File: config.mk
export PLATFORM = sky130hd
export DESIGN_NAME = sawtooth_arbiter
export DESIGN_NICKNAME = d
export VERILOG_FILES = /design/src/rtl/sawtooth_pkg.sv /design/src/rtl/sawtooth_tag_fifo.sv /design/src/rtl/sawtooth_arbiter.sv
export SDC_FILE = /design/constraint.sdc
export NUM_CORES = 1
export LEC_CHECK = 0
export ABC_AREA = 0
export CAP_MARGIN = 10
export CORE_ASPECT_RATIO = 1.1
export CORE_MARGIN = 2
export CORE_UTILIZATION = 43
export CTS_BUF_LIST = sky130_fd_sc_hd__clkbuf_8
export DETAILED_ROUTE_END_ITERATION = 6
export PLACE_DENSITY_LB_ADDON = 0.2
export SYNTH_ARGS = -nofsm -noshare
export SYNTH_HDL_FRONTEND = slang
export SYNTH_SLANG_ARGS = --single-unit
File: constraint.sdc
create_clock -name clk -period 4.1 [get_ports clk]
set_clock_uncertainty 0.2 [all_clocks]
set_input_delay 0.82 -clock clk [delete_from_list [all_inputs] [get_ports clk]]
set_output_delay 0.82 -clock clk [all_outputs]
set_load 0.03 [all_outputs]
File: src/rtl/sawtooth_pkg.sv
// Shared constants and width helpers for the sawtooth arbiter slice.
package sawtooth_pkg;

  localparam logic [31:0] FP_ONE = 32'h3F80_0000;

  function automatic int ID_W(input int num_req);
    return (num_req > 1) ? $clog2(num_req) : 1;
  endfunction

  function automatic int CNT_W(input int tag_depth);
    return $clog2(tag_depth) + 1;
  endfunction

  // LSB of element idx in a packed bus of width-bit elements.
  function automatic int slice_lsb(input int idx, input int width);
    return idx * width;
  endfunction

endpackage

File: src/rtl/sawtooth_tag_fifo.sv
// In-order tag FIFO holding requester IDs for operations in flight.
module sawtooth_tag_fifo
  import sawtooth_pkg::*;
#(
  parameter int WIDTH = 2,
  parameter int DEPTH = 64
) (
  input  logic                      clk,
  input  logic                      reset_n,
  input  logic                      push,
  input  logic [WIDTH-1:0]          push_data,
  input  logic                      pop,
  output logic [WIDTH-1:0]          pop_data,
  output logic                      full,
  output logic                      empty,
  output logic [CNT_W(DEPTH)-1:0]   count
);

  localparam int AW = (DEPTH > 1) ? $clog2(DEPTH) : 1;
  localparam int CW = CNT_W(DEPTH);

  logic [WIDTH-1:0] mem [DEPTH];
  logic [AW-1:0]    wr_ptr;
  logic [AW-1:0]    rd_ptr;
  logic             do_push;
  logic             do_pop;

  assign empty   = (count == '0);
  assign full    = (count == CW'(DEPTH));
  assign do_push = push && !full;
  // An empty FIFO may still pop the entry being pushed this cycle.
  assign do_pop  = pop && (!empty || do_push);
  assign pop_data = empty ? push_data : mem[rd_ptr];

  always_ff @(posedge clk) begin
    if (do_push) mem[wr_ptr] <= push_data;
  end

  always_ff @(posedge clk or negedge reset_n) begin
    if (!reset_n) begin
      wr_ptr <= '0;
      rd_ptr <= '0;
      count  <= '0;
    end else begin
      if (do_push) wr_ptr <= wr_ptr + 1'b1;
      if (do_pop)  rd_ptr <= rd_ptr + 1'b1;
      case ({do_push, do_pop})
        2'b10:   count <= count + 1'b1;
        2'b01:   count <= count - 1'b1;
        default: count <= count;
      endcase
    end
  end

endmodule

File: src/rtl/sawtooth_arbiter.sv
// Round-robin sharing of one pipelined sawtooth unit; results are routed
// back to their requesters through an in-order tag FIFO.
module sawtooth_arbiter
  import sawtooth_pkg::*;
#(
  parameter int PRECISION = 32,
  parameter int NUM_REQ   = 4,
  parameter int TAG_DEPTH = 64
) (
  input  logic                           clk,
  input  logic                           reset_n,
  input  logic [NUM_REQ-1:0]             req_valid,
  output logic [NUM_REQ-1:0]             req_ready,
  input  logic [NUM_REQ*PRECISION-1:0]   req_x,
  input  logic [NUM_REQ*PRECISION-1:0]   req_eps,
  output logic                           st_tvalid,
  output logic [PRECISION-1:0]           st_x,
  output logic [PRECISION-1:0]           st_eps,
  input  logic                           st_valid,
  input  logic [PRECISION-1:0]           st_result,
  output logic [NUM_REQ-1:0]             rsp_valid,
  output logic [PRECISION-1:0]           rsp_data,
  output logic [CNT_W(TAG_DEPTH)-1:0]    outstanding,
  output logic                           err_orphan
);

  localparam int IW = ID_W(NUM_REQ);

  logic [IW-1:0]        ptr;
  logic [IW-1:0]        win_id;
  logic                 found;
  logic                 accept;
  logic                 can_issue;
  logic [PRECISION-1:0] x_sel;
  logic [PRECISION-1:0] eps_sel;
  logic                 fifo_full;
  logic                 fifo_empty;
  logic [IW-1:0]        fifo_head;
  logic                 pop;
  logic                 orphan_hit;

  assign can_issue = !fifo_full;

  // First valid requester strictly after the last winner, wrapping.
  always_comb begin
    int idx;
    logic [IW-1:0] cand;
    found  = 1'b0;
    win_id = '0;
    for (int k = 1; k <= NUM_REQ; k++) begin
      idx  = (int'(ptr) + k) % NUM_REQ;
      cand = IW'(idx);
      if (!found && req_valid[cand]) begin
        found  = 1'b1;
        win_id = cand;
      end
    end
    accept    = found && can_issue;
    req_ready = accept ? (NUM_REQ'(1) << win_id) : '0;
  end

  always_comb begin
    x_sel   = '0;
    eps_sel = '0;
    for (int i = 0; i < NUM_REQ; i++) begin
      if (win_id == IW'(i)) begin
        x_sel   = req_x[slice_lsb(i, PRECISION) +: PRECISION];
        eps_sel = req_eps[slice_lsb(i, PRECISION) +: PRECISION];
      end
    end
  end

  always_ff @(posedge clk or negedge reset_n) begin
    if (!reset_n) begin
      st_tvalid <= 1'b0;
      st_x      <= '0;
      st_eps    <= '0;
      ptr       <= IW'(NUM_REQ - 1);
    end else begin
      st_tvalid <= accept;
      if (accept) begin
        st_x   <= x_sel;
        st_eps <= eps_sel;
        ptr    <= win_id;
      end
    end
  end

  sawtooth_tag_fifo #(
    .WIDTH (IW),
    .DEPTH (TAG_DEPTH)
  ) u_tag_fifo (
    .clk       (clk),
    .reset_n   (reset_n),
    .push      (accept),
    .push_data (win_id),
    .pop       (pop),
    .pop_data  (fifo_head),
    .full      (fifo_full),
    .empty     (fifo_empty),
    .count     (outstanding)
  );

  // A result with no recorded tag cannot be routed; flag it and drop it.
  assign pop        = st_valid && !fifo_empty;
  assign orphan_hit = st_valid && fifo_empty;

  always_ff @(posedge clk or negedge reset_n) begin
    if (!reset_n) begin
      rsp_valid  <= '0;
      rsp_data   <= '0;
      err_orphan <= 1'b0;
    end else begin
      rsp_valid <= pop ? (NUM_REQ'(1) << fifo_head) : '0;
      if (pop)        rsp_data   <= st_result;
      if (orphan_hit) err_orphan <= 1'b1;
    end
  end

endmodule

# --- Word level (Yosys, flattened, before mapping) ---
# Memory sizes are Yosys's and may differ from the RTL's.
# Index checks and enable logic that the tools add are counted.
totals:
  regBits: 123
  latchBits: 0
  mem_bits_rw: 128
  mem_bits_ro: 0
  in_bits: 295
  out_inout_bits: 113
  word_cells: 78
  memories: 1
memory_table:
  columns: ["memory", "words", "word_bits", "read_ports", "rd_clocked_by_memory_dff", "write_ports", "line", "source"]
  rows:
  - ["u_tag_fifo.mem", 64, 2, 1, 0, 1, "sawtooth_tag_fifo.sv:22", "logic [WIDTH-1:0] mem [DEPTH];"]
op_classes:
  addsub: 8
  mul: 0
  div: 0
  magnitude_cmp: 4
  n_eq_ne: 6
  n_shift: 2
  muxes: 30
  n_bitwise: 0
  reduce_logical: 17
ops:
  columns: ["op", "count"]
  rows:
  - ["$mux 32", 8]
  - ["$pmux 7 s2", 1]
  - ["$add 6x1->6 const B", 2]
  - ["$lt 2x3->1 const B", 4]
  - ["$mux 1", 10]
  - ["$mux 2", 5]
  - ["$bmux 1 s2", 4]
  - ["$logic_and 1x1->1", 8]
  - ["$mux 4", 2]
  - ["$shl 1x2->4 const A", 2]
  - ["$add 7x1->7 const B", 1]
  - ["$eq 7x7->1 const B", 1]
  - ["$logic_not 7->1", 1]
  - ["$sub 7x1->7 const B", 1]
  - ["$eq 2x2->1 const B", 3]
  - ["$logic_not 1->1", 5]
  - ["$add 2x1->2 const B", 2]
  - ["$add 2x2->2 const B", 2]
  - ["$eq 2x1->1 const B", 2]
  - ["$logic_not 2->1", 1]
  - ["$reduce_bool 2->1", 1]
  - ["$logic_or 1x1->1", 1]

# --- Logic depth before layout (Yosys ltp) ---
# Gate-level depths: netlist of run 1.
logic_depth:
  ltp_word: 19
  ltp_mapped: 16
  depth_no_buf: 13

# --- Cells and area by module ---
# Synthesis of run 1 repeated with hierarchy kept, for this count alone.
hier_totals:
  hier_cells: 970
  hier_area_um2: 12608.3
by_module_without_submodules:
  columns: ["mod", "instances", "cells_per_inst", "area_per_inst_um2"]
  rows:
  - ["sawtooth_tag_fifo", 1, 423, 6503.7]
  - ["sawtooth_arbiter", 1, 547, 6104.6]

# --- Worst setup path before layout of run 1 ---
# Ideal clock, no wire load.
synth_path:
  path_type: "input to output"
  startpoint: "in req_valid[0]"
  endpoint: "out req_ready[0]"
  arrival_time_ps: 3231
  t_required_ps: 3080
  path_slack_ps: -151
  cell_stages: 7
  n_path_buf: 2
  path_cell_list: "a21oi_1 > a31o_2 > o22ai_2 > clkinv_1 > clkbuf_1 > clkbuf_1 > nor3_1"
synth_via:
  elab_chain_cells: 14
  elab_cells_between_ends: 25
  classes_between: "shift (1); mux (17); reduce/logical (7)"
synth_lines:
  columns: ["element", "line", "source"]
  rows:
  - ["start, declared", "sawtooth_arbiter.sv:12", "input logic [NUM_REQ-1:0] req_valid,"]
  - ["$bmux 1 s2", "sawtooth_arbiter.sv:53", "if (!found && req_valid[cand]) begin"]
  - ["$mux 1 (implied by the code)", "sawtooth_arbiter.sv:53", null]
  - ["$mux 1", "sawtooth_arbiter.sv:53", null]
  - ["$logic_not 1->1", "sawtooth_arbiter.sv:53", null]
  - ["$logic_and 1x1->1", "sawtooth_arbiter.sv:53", null]
  - ["$mux 1", "sawtooth_arbiter.sv:53", null]
  - ["$logic_not 1->1", "sawtooth_arbiter.sv:53", null]
  - ["$logic_and 1x1->1", "sawtooth_arbiter.sv:53", null]
  - ["$mux 1", "sawtooth_arbiter.sv:53", null]
  - ["$logic_not 1->1", "sawtooth_arbiter.sv:53", null]
  - ["$logic_and 1x1->1", "sawtooth_arbiter.sv:53", null]
  - ["$mux 2 (*)", "sawtooth_arbiter.sv:53", null]
  - ["net u_tag_fifo.push_data[1]", "sawtooth_tag_fifo.sv:11", "input logic [WIDTH-1:0] push_data,"]
  - ["$shl 1x2->4 (*)", "sawtooth_arbiter.sv:59", "req_ready = accept ? (NUM_REQ'(1) << win_id) : '0;"]
  - ["$mux 4 (*)", "sawtooth_arbiter.sv:59", null]
  - ["end, declared", "sawtooth_arbiter.sv:13", "output logic [NUM_REQ-1:0] req_ready,"]
# Mark *: on every way through the listed nets, which the timed path passes. The rest lies on a longest branch. The select of a mux whose other input is x is not followed.

# --- Final worst setup path of run 1 ---
layout_path:
  startpoint: "in req_valid[2]"
  endpoint: "out req_ready[0]"
layout_via:
  elab_chain_cells: 14
  elab_cells_between_ends: 25
  classes_between: "shift (1); mux (17); reduce/logical (7)"
layout_lines:
  columns: ["element", "line"]
  rows:
  - ["$bmux 1 s2", "sawtooth_arbiter.sv:53"]
  - ["$mux 1 (implied by the code)", "sawtooth_arbiter.sv:53"]
  - ["$mux 1", "sawtooth_arbiter.sv:53"]
  - ["$logic_not 1->1", "sawtooth_arbiter.sv:53"]
  - ["$logic_and 1x1->1", "sawtooth_arbiter.sv:53"]
  - ["$mux 1", "sawtooth_arbiter.sv:53"]
  - ["$logic_not 1->1", "sawtooth_arbiter.sv:53"]
  - ["$logic_and 1x1->1", "sawtooth_arbiter.sv:53"]
  - ["$mux 1", "sawtooth_arbiter.sv:53"]
  - ["$logic_not 1->1", "sawtooth_arbiter.sv:53"]
  - ["$logic_and 1x1->1", "sawtooth_arbiter.sv:53"]
  - ["$mux 2 / $mux 1 (equally long branches)", "sawtooth_arbiter.sv:53"]
  - ["$shl 1x2->4 / $logic_and 1x1->1 (equally long branches)", "sawtooth_arbiter.sv:59, sawtooth_arbiter.sv:58"]
  - ["$mux 4 (*)", "sawtooth_arbiter.sv:59"]
# Mark *: on every way between the ends. The rest lies on a longest branch, timed or not. The select of a mux whose other input is x is not followed.

==> reports/metrics.cfg, run 1 <==
[power]
leakagePower_nw = 6.821
p_total_mw = 11.03
p_per_area_nw_per_um2 = 627.9
peakVddDrop_v = 0.0003020

[critical_path]
rr_worst_depth = 13
rr_startpoint = u_tag_fifo.count[0]$_DFFE_PN0P_
r2r-end = u_tag_fifo.count[6]$_DFFE_PN0P_
critPathLaunchType = primary input
crit_fanout = 24
path_class = in -> out
cp.arrival_ps = 2980
r2r_slack_ps = 550
critPathRequiredTime_ps = 3080
worstSetupEndpointType = primary output

[clocking]
cts_setup_buffers = 0
h-tree-depth = 2
root_buffer = clkbuf_8
cts_buffers = 41
cts.clk_slew.worst_paths_ps = 60
cts_resized = 0
clock-sinks = 251
cts_tree = built
hold_buffers = 0
clk_latency_ps = 540
cts.path.max_buffers = 3

[min_path]
hp-class = in -> async

[detailed_routing]
vias = 10270
drc_errors = 0
wl_met1_um = 14650
wl_met2_um = 18590
vias_per_cell = 5.298
wl_met3_um = 3283
firstDrtPassIters = 7
highest_layer = met4
routedWlPerCell_um = 19.53
antenna_left = 0
wl_um = 37860
drtIter0Drc = 795

[grt]
grt_remaining_overflow = 0
grt_pass1_wl_um = 57290
antenna_found_initial = 0
grt_max_degree = 134
grt_util_all_layers_pct = 25.09
grt_pass1_vias = 10120

[placement]
finalWeightedCongestion = 0.8882
dp_hpwl_um = 27570
dp.cells = 1865
io_buffer_count = 407

[logic_synthesis]
synthFlopType = edfxtp_1
ys_async_sr_fraction_pct = 49.00
synth.largest_area_cell = edfxtp_1
synth.area.top_cells = edfxtp_1, dfrtp_1, nand2_1
yosys_warnings = 0
synth_area_um2 = 12260
synth_top_cell_area_share_pct = 31.36
synth.distinct_cells = 55
yosysSeqAreaShare_pct = 56.49
syn_inst = 1164
syn-num-nets = 1464
synth-seq-cells = 251
synth.avg_cell_area_um2 = 10.53
synth-edff-count = 128

[sta]
finalCriticalPeriod_ps = 3998
finalSetupViolCount = 0
worst_pin_slew_ps = 898.5
hold_violations = 0
tns_ps = 0
rsz0062_at_grt = false
fmax_mhz = 250.2
whs_ps = 59.04
post-route-period-util_pct = 97.50
slew_violations = 0
maxSlewHeadroom_pct = 40.10

[die]
dieArea_um2 = 29870
die_w_um = 165.0
start_util_pct = 43.86
coreArea_um2 = 27950
io_pins = 408
rows = 64
die_h_um = 181.1

[cells_and_area]
nNetsFinal = 1845
drive_gt1_share_pct = 8.376
area_delta_synth_final_pct = 43.35
layout.cells.non_filler = 1939
insertedDiodeCount = 0

[status]
status = finished, final reports clean

[job]
drv_cap = 0

-- synthesized netlist by cell type (all sizes together), types with 3 or more instances --
cell type,instances
nand4,5
mux2,3
nor3,4
o31ai,65
a22oi,4
o21ai,10
nor2,87
xor2,6
nand2,319
and2,66
ha,5
nand3b,5
o2111ai,3
nand3,4
mux2i,6
a21o,3
or3,4
inv,7
nand2b,3
dfrtp,121
clkbuf,70
a211oi,64
edfxtp,128
mux4,32
and3,66
buf,22
xnor2,14
a21oi,7
-- metal layers --
layer / track usage (%) / vias up
li1: - / 4870
met1: 31.33 / 4885
met2: 41.37 / 445
met3: 7.071 / 72
met4: 9.461 / 0
met5: 0 / -
-- sequential cells by signal, indices dropped and copies added, names as in the netlist --
name	flops
ptr	2
st_x	32
u_tag_fifo.count	7
u_tag_fifo.wr_ptr	6
err_orphan	1
st_eps	32
rsp_data	32
u_tag_fifo.mem	128
rsp_valid	4
u_tag_fifo.rd_ptr	6
st_tvalid	1
-- worst max-delay path by stage --
stage                 startpoint      endpoint  depth (start not counted)
global route        req_valid[2]  req_ready[0]                          8
global placement    req_valid[2]  req_ready[0]                          8
finish              req_valid[2]  req_ready[0]                          8
CTS                 req_valid[2]  req_ready[0]                          8
detailed placement  req_valid[2]  req_ready[0]                          8
floorplan           req_valid[0]  req_ready[0]                          7
-- placed cells by master, fill, tap and decap left out, types with 3 or more instances in the layout --
cell / instances
a211oi_1: 64
a21oi_1: 7
a22oi_1: 4
and2_1: 66
and3_1: 66
buf_12: 4
buf_4: 22
bufinv_16: 6
clkbuf_8: 47
clkdlybuf4s50_1: 403
clkinv_1: 4
clkinvlp_4: 3
dfrtp_1: 120
edfxtp_1: 128
ha_1: 5
inv_1: 19
mux2_2: 3
mux2i_1: 6
mux4_2: 32
nand2_1: 319
nand2b_1: 3
nand3_1: 4
nand3b_1: 5
nand4_1: 5
nor2_1: 87
nor3_1: 4
o2111ai_1: 3
o21ai_0: 9
o31ai_1: 65
or3_1: 4
xnor2_1: 14
xor2_1: 6
-- power by group --
part	switching [mW]	internal [mW]	leakage (nW)	total (mW)
combinational	2.71	2.04	3.71	4.74
clock	0.988	1.43	0.505	2.42
sequential	0.561	3.31	2.61	3.87
-- area by class of cell --
| cell class | count | area (um^2) |
|---|---|---|
| flip-flops and latches | 251 | 6925 |
| clock buffers | 47 | 646.9 |
| clock inverters | 27 | 272.8 |
| multi-input cells | 812 | 4945 |
| well taps | 363 | 454.2 |
| repair buffers | 430 | 4290 |
| fillers | 2254 | 10380 |
| inverters | 9 | 36.28 |
-- critical path, cell delays in order --
cell             delay (ps)
clkdlybuf4s50_1         550
inv_1                    80
o21ai_0                 160
a21o_1                  180
o221ai_4                100
buf_4                   240
nor3_1                  570
buf_4                   280
-- logic make-up (layout without fill, tap and decap cells) --
logic type | Yosys count | after routing | share of synthesized area, %
buf+inv | 101 | 513 | 3.430
simple gates | 575 | 575 | 21.15
fa+ha+maj | 5 | 5 | 0.5104
compound gates | 171 | 171 | 10.34
mux | 41 | 41 | 6.646
xor+xnor | 20 | 20 | 1.429
flops | 251 | 251 | 56.49
-- through the flow --
stage / util, % / setup WS (ps) / cell area (um^2)
floorplan: - / 82.38 / 12260
global placement: 59.58 / 98.79 / 16650
detailed placement: 59.58 / 107.2 / 16650
CTS: 62.87 / 104.5 / 17570
global route: 62.87 / 52.62 / 17570
finish: 62.87 / 102.5 / 17570
Note: power is estimated with default switching activity, not from simulation.
==> run 2: changes to the inputs <==
--- a/config.mk
+++ b/config.mk
@@ -5,12 +5,13 @@
 export SDC_FILE = /design/constraint.sdc
 export NUM_CORES = 1
 export LEC_CHECK = 0
-export ABC_AREA = 0
+export ABC_AREA = 1
 export CAP_MARGIN = 10
 export CORE_ASPECT_RATIO = 1.1
 export CORE_MARGIN = 2
 export CORE_UTILIZATION = 43
 export CTS_BUF_LIST = sky130_fd_sc_hd__clkbuf_8
+export CTS_CLUSTER_DIAMETER = 120
 export DETAILED_ROUTE_END_ITERATION = 6
 export PLACE_DENSITY_LB_ADDON = 0.2
 export SYNTH_ARGS = -nofsm -noshare
==> constraint.sdc (replaced) <==
create_clock -name clk -period 3.8 [get_ports clk]
set_clock_uncertainty 0.2 [all_clocks]
set_input_delay 0.76 -clock clk [delete_from_list [all_inputs] [get_ports clk]]
set_output_delay 0.76 -clock clk [all_outputs]
set_load 0.03 [all_outputs]
==> run 2 against run 1 <==
  * The flow now finishes with violations (hold timing)
  * Core utilization shrank 1.5 points
  * Routed wire length grew 18%
  * Hold slack lost 61 ps
  * Register-to-register slack lost 60 ps
==> reports/metrics.cfg, run 2 <==
[cells_and_area]
area_delta_synth_final_pct = 41.38
final_common_cell = nand2_1
fin_area_um2 = 18030  ; +2.6%
final_cell_mix = nand2_1, clkdlybuf4s50_1, nor2_1, nand3_1, edfxtp_1
drive_gt1_share_pct = 6.157  ; -2.2 points
largest_register_ff_count = 128  ; unchanged
nNetsFinal = 2281  ; +24%
top_register = u_tag_fifo.mem

[clocking]
h-tree-depth = 2  ; unchanged
cts_tree = built
cts_buffers = 41  ; unchanged
root_buffer = clkbuf_8
clk_latency_ps = 550  ; about the same
cts.clk_slew.worst_paths_ps = 60  ; about the same
cts.path.max_buffers = 3  ; unchanged
clock-sinks = 251  ; unchanged

[detailed_routing]
firstDrtPassIters = 5  ; -2
routedWlPerCell_um = 18.71  ; -4.2%
drc_errors = 0  ; unchanged
wl_um = 44770  ; +18%
antenna_left = 0  ; unchanged
drtIter0Drc = 1023  ; +29%
vias_per_cell = 5.214  ; -1.6%
vias = 12480  ; +21%

[job]
drv_cap = 0  ; unchanged

[logic_synthesis]
synth_top_cell_area_share_pct = 30.14  ; -1.2 points
yosys_warnings = 0  ; unchanged
ys_async_sr_fraction_pct = 49.00  ; unchanged
syn-num-nets = 1878  ; +28%
synth.distinct_cells = 36  ; -35%
synth_common_cells = nand2_1, nor2_1, nand3_1, edfxtp_1, dfrtp_1
synth-edff-count = 128  ; unchanged
synth_most_common_cell = nand2_1
synthFlopType = edfxtp_1
syn_inst = 1578  ; +36%
yosysSeqAreaShare_pct = 54.29  ; -2.2 points
synth.avg_cell_area_um2 = 8.082  ; -23%
synth-seq-cells = 251  ; unchanged
synth.area.top_cells = edfxtp_1, dfrtp_1, nand2_1
synth.largest_area_cell = edfxtp_1
synth_area_um2 = 12750  ; +4.1%

[die]
rows = 66  ; +3.1%
io_pins = 408  ; unchanged
die_h_um = 184.6  ; +2.0%
coreArea_um2 = 29400  ; +5.2%
start_util_pct = 43.38  ; -0.48 points
die_w_um = 168.2  ; +2.0%
dieArea_um2 = 31050  ; +4.0%

[placement]
dpl_cell_area_um2 = 17190  ; +3.3%
dp_hpwl_um = 32520  ; +18%
dp_slack_ps = 15.76  ; -91.39 ps
finalWeightedCongestion = 0.9295  ; +4.6%
io_buffer_count = 407  ; unchanged

[sta]
slew_violations = 0  ; unchanged
tns_ps = 0  ; unchanged
worst_pin_slew_ps = 758.3  ; -140.2 ps
rsz0062_at_grt = false
hold_violations = 1  ; +1
finalCriticalPeriod_ps = 3628
maxSlewHeadroom_pct = 49.37  ; +9.3 points
post-route-period-util_pct = 95.47
setup_slack_ps = 172.1  ; +69.61 ps
whs_ps = -1.564  ; -60.60 ps
fmax_mhz = 275.6
finalSetupViolCount = 0  ; unchanged

[grt]
grt_pass1_vias = 11860  ; +17%
grt_max_degree = 69  ; -49%
grt_pass1_wl_um = 67390  ; +18%
antenna_found_initial = 5  ; +5
grt_util_all_layers_pct = 28.28  ; +3.2 points
gr-max-usage-layer = met2
grt_remaining_overflow = 0  ; unchanged
met1_usage_pct = 36.63  ; +5.3 points
grtUsageMet2_pct = 46.68  ; +5.3 points
use_met3_pct = 6.764  ; -0.31 points

[min_path]
hp-class = in -> async

[critical_path]
worstSetupEndpointType = primary output
rr_worst_depth = 20  ; +7
critPathRequiredTime_ps = 2840  ; -240 ps
cp.arrival_ps = 2670  ; -310 ps
crit_fanout = 13  ; -46%
r2r_slack_ps = 490  ; -60 ps
critPathLaunchType = register
path_class = reg -> out

[status]
status = complete, but fails checks
violations = hold timing

[power]
pwr-share-clk_pct = 12.5  ; -9.4 points
p_total_mw = 18.02  ; +63%
swShare_pct = 50.47  ; +12 points
pwr-share-seq_pct = 25.7  ; -9.4 points
p_int_mw = 8.926  ; +32%
peakVddDrop_v = 0.0007439  ; +150%
p_switching_mw = 9.095  ; +110%
p_per_area_nw_per_um2 = 999.5  ; +59%
leakagePower_nw = 7.854  ; +15%
power_frac_comb_pct = 61.8  ; +19 points

[run 2: per-layer routing]
layer,vias to the layer above,part of all wire [%],wire length [um]
met1,5938,39,17660
met3,85,8.6,3846
met5,-,0.029,13
met2,496,49,21740
met4,2,3.4,1512
li1,5955,-,-
[run 2: final timing paths]
path	start	end
worst max-delay path	ptr[0]$_DFFE_PN1P_	req_ready[1]
worst min-delay path	reset_n	rsp_data[12]$_DFFE_PN0P_
worst max register to register	ptr[0]$_DFFE_PN1P_	u_tag_fifo.count[6]$_DFFE_PN0P_
worst min register to register	rsp_data[8]$_DFFE_PN0P_	rsp_data[8]$_DFFE_PN0P_
max in group asynchronous	reset_n	st_eps[0]$_DFFE_PN0P_
min in group clk	rsp_data[8]$_DFFE_PN0P_	rsp_data[8]$_DFFE_PN0P_
[run 2: area by class of cell]
| type | count | area, um^2 |
|---|---|---|
| sequential | 251 | 6924 |
| tap | 374 | 467.9 |
| multi-input combinational | 1118 | 4981 |
| clock inverter | 28 | 127.6 |
| timing repair buffer | 448 | 4398 |
| clock buffer | 48 | 660.6 |
| fill | 2602 | 11370 |
| antenna | 5 | 12.51 |
| inverter | 121 | 459.2 |
[run 2: timing repair]
| action | 4_1_cts | 5_1_grt |
|---|---|---|
| buffers inserted | 0 | 5 |
| gates resized for setup | 0 | 2 |
| endpoints found under the hold margin | 0 | 0 |
| hold buffers | 0 | 0 |
| setup endpoints to repair | 0 | 3 |
[run 2: logic make-up (layout without fill, tap and decap cells)]
group	count (synthesis)	count (layout)	share of synthesized area, %
xor+xnor	15	15	1.030
flops	251	251	54.29
fa+ha+maj	5	5	0.4905
other cells	0	5	0
compound gates	177	177	7.417
buf+inv	209	645	6.809
simple gates	921	921	29.96
[run 2: power groups by stage]
stage                     Clock, mW  Combinational, mW  Sequential (mW)
after floorplan                   0               6.46             5.44
after global placement            0               10.9             4.66
after detailed placement          0               11.1             4.68
after CTS                      2.30               11.1             4.64
after global routing           2.41               12.4             4.71
final                          2.25               11.1             4.64
[run 2: per-stage QoR]
step	instances	hold slack [ps]	utilization (%)
after floorplan	1578	264.4	-
after global placement	2308	252.6	58.48
after detailed placement	2308	258.2	58.48
after CTS	2384	16.56	61.16
after global routing	2392	43.20	61.33
final	2393	-1.564	61.33
[run 2: critical path, cell delays in order (launching register included)]
cell	delay, ps
dfstp_2	620
buf_4	140
nand2_1	40
nand2_1	110
nand2_1	90
nand2_1	140
inv_2	50
nand2_1	70
nand2_1	80
nand2_4	130
nand2_4	70
inv_4	160
nand2_1	110
nor2_2	130
buf_4	180
